## src/rtl/mem_port_arbiter.sv

```systemverilog
// mem_port_arbiter
//   Shares the single unified memory port of the multicycle RV32I core between
//   instruction fetch (IF) and data load/store (D). Fixed priority D over IF,
//   except that IF is forced to win once D has been granted STARVE_MAX times in
//   a row while IF was waiting. One access is in flight at a time; every
//   memory-side output and every requester response is registered.
//
//   Optional feature macro: ARB_TIMEOUT_EN
//     When defined, a BUSY cycle counter aborts an access after TIMEOUT cycles
//     without mem_ack_i. The owner is acked with rdata = 0 and its error flag
//     (if_err_o / d_err_o) pulses with the ack. When undefined, the err ports
//     do not exist and a BUSY state waits for mem_ack_i indefinitely.
//
//   Ports
//     clk_i, rstn_i              clock (rising edge), async active-low reset
//     if_req_i, if_addr_i        fetch request / address (req held until ack)
//     if_ack_o, if_rdata_o       fetch done pulse, instruction (held to next ack)
//     d_req_i, d_we_i, d_addr_i  data request, store select, address
//     d_wdata_i, d_be_i          store data and byte enables
//     d_ack_o, d_rdata_o         data done pulse, load data (stores keep it)
//     mem_req_o .. mem_be_o      registered memory request, held until ack
//     mem_rdata_i, mem_ack_i     memory read data, one-cycle completion pulse
//     grant_o                    current owner: 00 none, 01 IF, 10 D
//     if_err_o, d_err_o          timeout flags (ARB_TIMEOUT_EN only)
//
//   state   | meaning
//   --------+--------------------------------------------------------------
//   IDLE    | arbitrate between if_req_i and d_req_i every cycle
//   BUSY_IF | fetch access on the memory port, waiting for mem_ack_i
//   BUSY_D  | load/store access on the memory port, waiting for mem_ack_i
//   RESP    | owner's ack is high; requests ignored; grant clears on exit

module mem_port_arbiter #(
  parameter int ADDR_W     = 32,
  parameter int DATA_W     = 32,
  parameter int STARVE_MAX = 4,
  parameter int TIMEOUT    = 16
) (
  input  logic                clk_i,
  input  logic                rstn_i,

  input  logic                if_req_i,
  input  logic [ADDR_W-1:0]   if_addr_i,
  output logic                if_ack_o,
  output logic [DATA_W-1:0]   if_rdata_o,

  input  logic                d_req_i,
  input  logic                d_we_i,
  input  logic [ADDR_W-1:0]   d_addr_i,
  input  logic [DATA_W-1:0]   d_wdata_i,
  input  logic [DATA_W/8-1:0] d_be_i,
  output logic                d_ack_o,
  output logic [DATA_W-1:0]   d_rdata_o,

  output logic                mem_req_o,
  output logic                mem_we_o,
  output logic [ADDR_W-1:0]   mem_addr_o,
  output logic [DATA_W-1:0]   mem_wdata_o,
  output logic [DATA_W/8-1:0] mem_be_o,
  input  logic [DATA_W-1:0]   mem_rdata_i,
  input  logic                mem_ack_i,

  output logic [1:0]          grant_o
`ifdef ARB_TIMEOUT_EN
  ,
  output logic                if_err_o,
  output logic                d_err_o
`endif
);

  localparam int BE_W = DATA_W / 8;
  localparam int SW   = $clog2(STARVE_MAX + 1);
  localparam int TW   = $clog2(TIMEOUT + 1);
  localparam logic [SW-1:0] STARVE_LIM = SW'(STARVE_MAX);

  localparam logic [1:0] GNT_NONE = 2'b00;
  localparam logic [1:0] GNT_IF   = 2'b01;
  localparam logic [1:0] GNT_D    = 2'b10;

  if (STARVE_MAX < 1 || TIMEOUT < 2) begin : g_param_check
    $error("mem_port_arbiter: STARVE_MAX must be >= 1 and TIMEOUT >= 2");
  end

  typedef enum logic [1:0] {
    IDLE    = 2'd0,
    BUSY_IF = 2'd1,
    BUSY_D  = 2'd2,
    RESP    = 2'd3
  } state_t;

  state_t            state_q,     state_d;
  logic [SW-1:0]     starve_q,    starve_d;
  logic              mem_req_q,   mem_req_d;
  logic              mem_we_q,    mem_we_d;
  logic [ADDR_W-1:0] mem_addr_q,  mem_addr_d;
  logic [DATA_W-1:0] mem_wdata_q, mem_wdata_d;
  logic [BE_W-1:0]   mem_be_q,    mem_be_d;
  logic              if_ack_q,    if_ack_d;
  logic              d_ack_q,     d_ack_d;
  logic [DATA_W-1:0] if_rdata_q,  if_rdata_d;
  logic [DATA_W-1:0] d_rdata_q,   d_rdata_d;
  logic [1:0]        grant_q,     grant_d;
`ifdef ARB_TIMEOUT_EN
  logic [TW-1:0]     tmr_q,       tmr_d;
  logic              if_err_q,    if_err_d;
  logic              d_err_q,     d_err_d;
`endif

  logic d_wins;
  logic starved;

  // IF is starved only when it is actually waiting and the streak is full.
  assign starved = if_req_i && (starve_q == STARVE_LIM);
  assign d_wins  = d_req_i && !starved;

  always_comb begin
    state_d     = state_q;
    starve_d    = starve_q;
    mem_req_d   = mem_req_q;
    mem_we_d    = mem_we_q;
    mem_addr_d  = mem_addr_q;
    mem_wdata_d = mem_wdata_q;
    mem_be_d    = mem_be_q;
    if_ack_d    = 1'b0;
    d_ack_d     = 1'b0;
    if_rdata_d  = if_rdata_q;
    d_rdata_d   = d_rdata_q;
    grant_d     = grant_q;
`ifdef ARB_TIMEOUT_EN
    tmr_d       = tmr_q;
    if_err_d    = 1'b0;
    d_err_d     = 1'b0;
`endif

    unique case (state_q)
      IDLE: begin
        if (d_wins) begin
          state_d     = BUSY_D;
          mem_req_d   = 1'b1;
          mem_we_d    = d_we_i;
          mem_addr_d  = d_addr_i;
          mem_wdata_d = d_wdata_i;
          mem_be_d    = d_be_i;
          grant_d     = GNT_D;
          if (!if_req_i) begin
            starve_d = '0;
          end else if (starve_q != STARVE_LIM) begin
            starve_d = starve_q + 1'b1;
          end
`ifdef ARB_TIMEOUT_EN
          tmr_d = TW'(TIMEOUT - 1);
`endif
        end else if (if_req_i) begin
          state_d    = BUSY_IF;
          mem_req_d  = 1'b1;
          mem_we_d   = 1'b0;
          mem_addr_d = if_addr_i;
          mem_be_d   = '1;
          grant_d    = GNT_IF;
          starve_d   = '0;
`ifdef ARB_TIMEOUT_EN
          tmr_d = TW'(TIMEOUT - 1);
`endif
        end else begin
          starve_d = '0;
        end
      end

      BUSY_IF, BUSY_D: begin
        if (mem_ack_i) begin
          state_d   = RESP;
          mem_req_d = 1'b0;
          if (state_q == BUSY_IF) begin
            if_ack_d   = 1'b1;
            if_rdata_d = mem_rdata_i;
          end else begin
            d_ack_d = 1'b1;
            if (!mem_we_q) begin
              d_rdata_d = mem_rdata_i;
            end
          end
        end
`ifdef ARB_TIMEOUT_EN
        // tmr_q == 0 means this is the TIMEOUT-th BUSY cycle with no ack.
        else if (tmr_q == '0) begin
          state_d   = RESP;
          mem_req_d = 1'b0;
          if (state_q == BUSY_IF) begin
            if_ack_d   = 1'b1;
            if_err_d   = 1'b1;
            if_rdata_d = '0;
          end else begin
            d_ack_d   = 1'b1;
            d_err_d   = 1'b1;
            d_rdata_d = '0;
          end
        end else begin
          tmr_d = tmr_q - 1'b1;
        end
`endif
      end

      RESP: begin
        grant_d = GNT_NONE;
        state_d = IDLE;
      end

      default: begin
        state_d = IDLE;
      end
    endcase
  end

  always_ff @(posedge clk_i or negedge rstn_i) begin
    if (!rstn_i) begin
      state_q     <= IDLE;
      starve_q    <= '0;
      mem_req_q   <= 1'b0;
      mem_we_q    <= 1'b0;
      mem_addr_q  <= '0;
      mem_wdata_q <= '0;
      mem_be_q    <= '0;
      if_ack_q    <= 1'b0;
      d_ack_q     <= 1'b0;
      if_rdata_q  <= '0;
      d_rdata_q   <= '0;
      grant_q     <= GNT_NONE;
`ifdef ARB_TIMEOUT_EN
      tmr_q       <= '0;
      if_err_q    <= 1'b0;
      d_err_q     <= 1'b0;
`endif
    end else begin
      state_q     <= state_d;
      starve_q    <= starve_d;
      mem_req_q   <= mem_req_d;
      mem_we_q    <= mem_we_d;
      mem_addr_q  <= mem_addr_d;
      mem_wdata_q <= mem_wdata_d;
      mem_be_q    <= mem_be_d;
      if_ack_q    <= if_ack_d;
      d_ack_q     <= d_ack_d;
      if_rdata_q  <= if_rdata_d;
      d_rdata_q   <= d_rdata_d;
      grant_q     <= grant_d;
`ifdef ARB_TIMEOUT_EN
      tmr_q       <= tmr_d;
      if_err_q    <= if_err_d;
      d_err_q     <= d_err_d;
`endif
    end
  end

  assign mem_req_o   = mem_req_q;
  assign mem_we_o    = mem_we_q;
  assign mem_addr_o  = mem_addr_q;
  assign mem_wdata_o = mem_wdata_q;
  assign mem_be_o    = mem_be_q;
  assign if_ack_o    = if_ack_q;
  assign d_ack_o     = d_ack_q;
  assign if_rdata_o  = if_rdata_q;
  assign d_rdata_o   = d_rdata_q;
  assign grant_o     = grant_q;
`ifdef ARB_TIMEOUT_EN
  assign if_err_o    = if_err_q;
  assign d_err_o     = d_err_q;
`endif

endmodule

```

## config.mk

```make
export PLATFORM = sky130hd
export DESIGN_NAME = mem_port_arbiter
export DESIGN_NICKNAME = d
export VERILOG_FILES = /design/src/rtl/mem_port_arbiter.sv
export SDC_FILE = /design/constraint.sdc
export NUM_CORES = 1
export LEC_CHECK = 0
export ABC_AREA = 1
export CAP_MARGIN = 20
export CORE_MARGIN = 3
export CORE_UTILIZATION = 45
export DETAILED_ROUTE_END_ITERATION = 6
export GPL_TIMING_DRIVEN = 0
export PLACE_DENSITY = 0.89
export SLEW_MARGIN = 20
export SYNTH_ARGS = -nofsm -noshare
export SYNTH_HDL_FRONTEND = slang
export SYNTH_SLANG_ARGS = --single-unit
```

## constraint.sdc

```tcl
create_clock -name clk_i -period 3.92 [get_ports clk_i]
set_input_delay 0.588 -clock clk_i [delete_from_list [all_inputs] [get_ports clk_i]]
set_output_delay 0.588 -clock clk_i [all_outputs]
set_load 0.01 [all_outputs]
```

Word-level counts from Yosys, hierarchy flattened
Cells that the tools add are included.

word-level totals
  register bits = 143
  logic and storage cells = 63

operators by class
  $add $sub $neg = 1
  equality and inequality tests = 8
  multiplexer cells = 24
  bitwise gates (word level) = 2
  reductions and logical operators = 16

operators by type and width
  kind                   count
  $mux W32               2
  $mux W1                11
  $reduce_and A2 Y1      5
  $mux W3                3
  $mux W4                2
  $mux W2                3
  $ne A3 B3 Y1 const B   2
  $pmux W2 S3            1
  $reduce_and A3 Y1      2
  $reduce_bool A2 Y1     3
  $eq A2 B2 Y1 const B   2
  $pmux W2 S2            1
  $reduce_and A4 Y1      1
  $add A3 B1 Y3 const B  1
  $eq A3 B3 Y1 const B   1
  $ne A3 B2 Y1 const B   1
  $eq A2 B1 Y1 const B   1
  $logic_and A1 B1 Y1    2
  $logic_not A2 Y1       1
  $ne A2 B2 Y1 const B   1
  $not A1 Y1             2
  $pmux W1 S2            1
  $reduce_or A2 Y1       1
  $logic_not A1 Y1       1

Depth between registers and ports, before layout
  depth in word-level cells = 6
  gate-level depth with buffers = 9
  mapped depth without buffers = 8

Worst setup path before layout
Ideal clock, no wire load.

  kind = reg-to-reg
  from = reg state_q[0]
  to = reg d_rdata_q[22] (netlist: d_rdata_o[22])
  library setup time = 77 ps
  arrival = 1394 ps
  path slack = 2449 ps
  cell stages (with the launch flop) = 9
  clock period less this slack = 1471 ps
  cells stage by stage = dfrtp_1 -> inv_1 -> ha_1 -> nand2_1 -> nor2_2 -> nand2_2 -> clkbuf_1 -> nand2_1 -> o21ai_1

between the ends
  word-level cells in the longest chain between the ends = 3
  elaborated cells between the ends (all ways) = 5
  classes of those cells = eq/ne (2); bitwise (1); reduce/logical (2)

RTL lines
  element                                                line      source
  start, declared                                        91        state_t state_q, state_d;
  start signal, assigned                                 234       state_q <= state_d;
  $eq A2 B1 Y1 / $eq A2 B2 Y1 (equally long branches)    135, 173
  $reduce_or A2 Y1 / $not A1 Y1 (equally long branches)  -
  $reduce_and A4 Y1 (no line) *                          -
  end signal, assigned                                   244       d_rdata_q <= d_rdata_d;
  end, declared                                          101       logic [DATA_W-1:0] d_rdata_q, d_rdata_d;

Mark *: on every way between the ends. The rest lies on a longest branch, timed or not.
A chain may end at the register's enable or synchronous reset.

Final worst setup path
  from = reg state_q[0]
  to = reg d_rdata_q[21] (netlist: d_rdata_o[21])

Same word-level chain as after synthesis.

==> summary.md <==
| Metric | Value |
|---|---|
| Startpoint-to-endpoint class of the critical path | reg2reg |
| Combined area of all synthesized cells | about 0.006 sq mm |
| Number of top-level design ports | 276 |
| Count of non-filler cells in the finished layout | approximately 1100 |
| Yosys top cell area share | 60.4% |
| Post-synthesis to final-layout area growth | 60.3% |
| Setup repair after global routing missed its margin | no |
| Largest voltage drop on the vdd net | 0.501 mV |
| Clock latency on the worst-skew pair | 0.42 ns |
| Leakage power summed over all cells | 4.43 nW |
| Initial Utilization | about 47% |
| Reg-to-reg critical path endpoint | d_rdata_o[21] |
| Maximum number of pins on one net before global-route repair | 100 |
| Final worst clock skew | 0.00693 ns |
| Total of fill cells in the finished design | 910 |
| Final worst-path cycle share | 50.5% |
| Worst R2R Start | state_q[0] |
| Status | complete, no violations |
| Hold buffers post-CTS | 0 |
| Number of global-route vias before repair | around 6000 |
| Number of library cell types mapped by synthesis | 24 |
| Remaining max-slew budget at the tightest pin | 64.7% |
| Gate count of the mapped netlist | 647 |
| GRT overflow | 0 |
| Core Rows | 41 |
| Post-route DRC violation count | 0 |
| Setup repair bufs after CTS | 0 |
| CTS resizes | 0 |
| Post-detailed-route via-to-cell ratio | 5.16 |
| Number of antenna violations at the first check in global routing | 0 |
| DIE HEIGHT | 121 microns |
| Number of buffers between clock root and the deepest sink | 2 |
| Count of clock tree sinks | 143 |
| Number of clock buffers inserted by TritonCTS | 17 |
| Pwr/cell area | 814 mW/mm^2 |
| Vias | 5812 |
| I/O Buffers | ~280 |
| Maximum net fanout on the critical path | 10 |
| Worst r2r path cells | 7 |
| Critical path capture point type | flop |
| Critical path startpoint category | flop |
| RePlAce Congestion | 0.849 |
| CTS tree | yes |
| Cell count after placement | 1095 |
| Core region area | 0.0127 sq mm |
| Final Slew Violations | 0 |
| GRT Resource Usage Total | 27.5% |
| Diode insertion count for antenna repair | 0 |
| Period minus WS final | 1.98 ns |
| Arrival time at the worst endpoint | 2.24 ns |
| Proportion of layout cells with a drive suffix above 1 | 7.55% |
| DRT Wirelength | approximately 20 mm |
| Endpoints failing hold | 0 |
| Area enclosed by the die boundary | around 0.015 sq mm |
| Setup-failing EPs final | 0 |
| Fin util | 74.6% |
| Synthesis Warnings | 0 |
| Post-detailed-placement half-perimeter wirelength | around 14 mm |
| Drt pass-1 iters | 5 |
| Largest area contributor in the netlist | sky130_fd_sc_hd__dfrtp_1 |
| Sequential area share after synthesis | about three fifths |
| Root buf cell | sky130_fd_sc_hd__clkbuf_16 |
| Synthesized area per cell | about 9.2 sq um |
| Data required time at the worst endpoint | approximately 4.2 ns |
| Ranking of synthesized cells by area | sky130_fd_sc_hd__dfrtp_1 (60%), sky130_fd_sc_hd__nand2_1 (13%), sky130_fd_sc_hd__nand3_1 (5.7%) |
| Layout Nets | 1086 |
| Max capacitance violation total | 0 |
| Die Wd | 121 microns |
| Net count after synthesis | between 700 and 800 |
| Slew of the pin with the lowest slew margin | 0.530 ns |
| Clock-pin transition on the worst setup and hold timing paths | 0.06 ns |
| First DRT Iteration DRCs | 341 |
| F_max | 505 MHz |
| Deepest level of the CTS H-tree | 4 |
| Worst reg-to-reg setup slack | 1.94 ns |
| Hold/Removal Path Class | in2async |
| Wire length per cell | 17.6 microns |
| Global-route wire length before repair | 30.9 mm |
| Post-route antenna net violation count | 0 |
| Number of register bits inferred by synthesis | 143 |
[synth_stat cells (all sizes together)]
cell type	count
nand2	215
dfrtp	143
nand3	69
o21ai	66
inv	49
nand4	33
buf	24
clkbuf	18
nor2	16
ha	6
a21oi	3
o22ai	3
o211ai	2
[layout by cell type (no fill, tap or decap), drive strengths merged]
| cell | count |
|---|---|
| ha | 6 |
| nand4 | 33 |
| buf | 26 |
| clkinv | 5 |
| dfrtp | 143 |
| inv | 50 |
| nand3 | 69 |
| nor2 | 16 |
| clkdlybuf4s50 | 274 |
| clkbuf | 39 |
| o21ai | 66 |
| bufinv | 2 |
| o211ai | 2 |
| clkinvlp | 2 |
| nand2 | 215 |
| o22ai | 3 |
| a21oi | 3 |
[flip-flops by register name, summed over array words and instances (netlist names)]
name         count
mem_addr_o      32
mem_we_o         1
grant_o          2
starve_q         3
mem_req_o        1
mem_be_o         4
if_ack_o         1
if_rdata_o      32
d_rdata_o       32
mem_wdata_o     32
state_q          2
d_ack_o          1
[cell type report]
cell class / instances / area (sq um) / share of cell area (%)
buffer: 42 / 226 / 2.38
clock buffer: 21 / 460 / 4.85
clock inverter: 10 / 113 / 1.19
inverter: 49 / 184 / 1.94
multi-input combinational: 413 / 1930 / 20.4
sequential: 143 / 3580 / 37.7
tap: 172 / 215 / 2.27
timing repair buffer: 276 / 2790 / 29.3
[metrics by stage]
stage          worst slack, ns  setup TNS (ns)  power [mW]  hold WS [ns]  area, sq um
2_1_floorplan             2.45               0        4.11         0.292         5920
3_3_place_gp             -3.51         -501.37        6.00         0.461         8890
3_5_place_dp              1.74               0        6.13         0.465         8920
4_1_cts                   1.93               0        7.76        0.0511         9500
5_1_grt                   1.82               0        8.20        0.0601         9500
6_report                  1.94               0        7.73        0.0591         9500
[worst max-delay path by stage]
stage,cells after the start,end,from
floorplan,8,d_rdata_o[22],state_q[0]
global placement,1,mem_addr_o[9],rstn_i
detailed placement,7,d_rdata_o[9],mem_ack_i
CTS,1,mem_wdata_o[15],mem_wdata_o[15]
global route,8,d_rdata_o[4],state_q[0]
finish,7,d_rdata_o[21],state_q[0]
[worst max-delay path, stage by stage (launching register included)]
cell and delay [ns]:
sky130_fd_sc_hd__dfrtp_1 0.41, sky130_fd_sc_hd__inv_1 0.08, sky130_fd_sc_hd__ha_1 0.33, sky130_fd_sc_hd__nand2_1 0.10
sky130_fd_sc_hd__nor2_2 0.06, sky130_fd_sc_hd__nand2_2 0.19, sky130_fd_sc_hd__clkbuf_1 0.44, sky130_fd_sc_hd__o21ai_0 0.21
[routing by layer]
| layer | wire length, microns | track usage (%) | up-vias |
|---|---|---|---|
| li1 | - | - | 2694 |
| met4 | 633 | 12.3 | 0 |
| met2 | 9930 | 46.6 | 296 |
| met3 | 1970 | 10.5 | 51 |
| met1 | 7280 | 30.8 | 2771 |
| met5 | 0 | 0 | - |
[where the power goes]
| group | total, mW | switching, mW | internal, mW |
|---|---|---|---|
| Sequential | 2.60 | 0.420 | 2.18 |
| Combinational | 3.55 | 1.77 | 1.79 |
| Clock | 1.57 | 0.608 | 0.964 |
[kinds of logic after synthesis]
group,synth area share [%]
AO/OA/AOI/OAI,6.46
buffers and inverters,6.93
adder cells (fa/ha/maj),1.27
flip-flops,60.4
AND/OR/NAND/NOR,24.9
No activity file was read; power rests on OpenSTA's default activity.
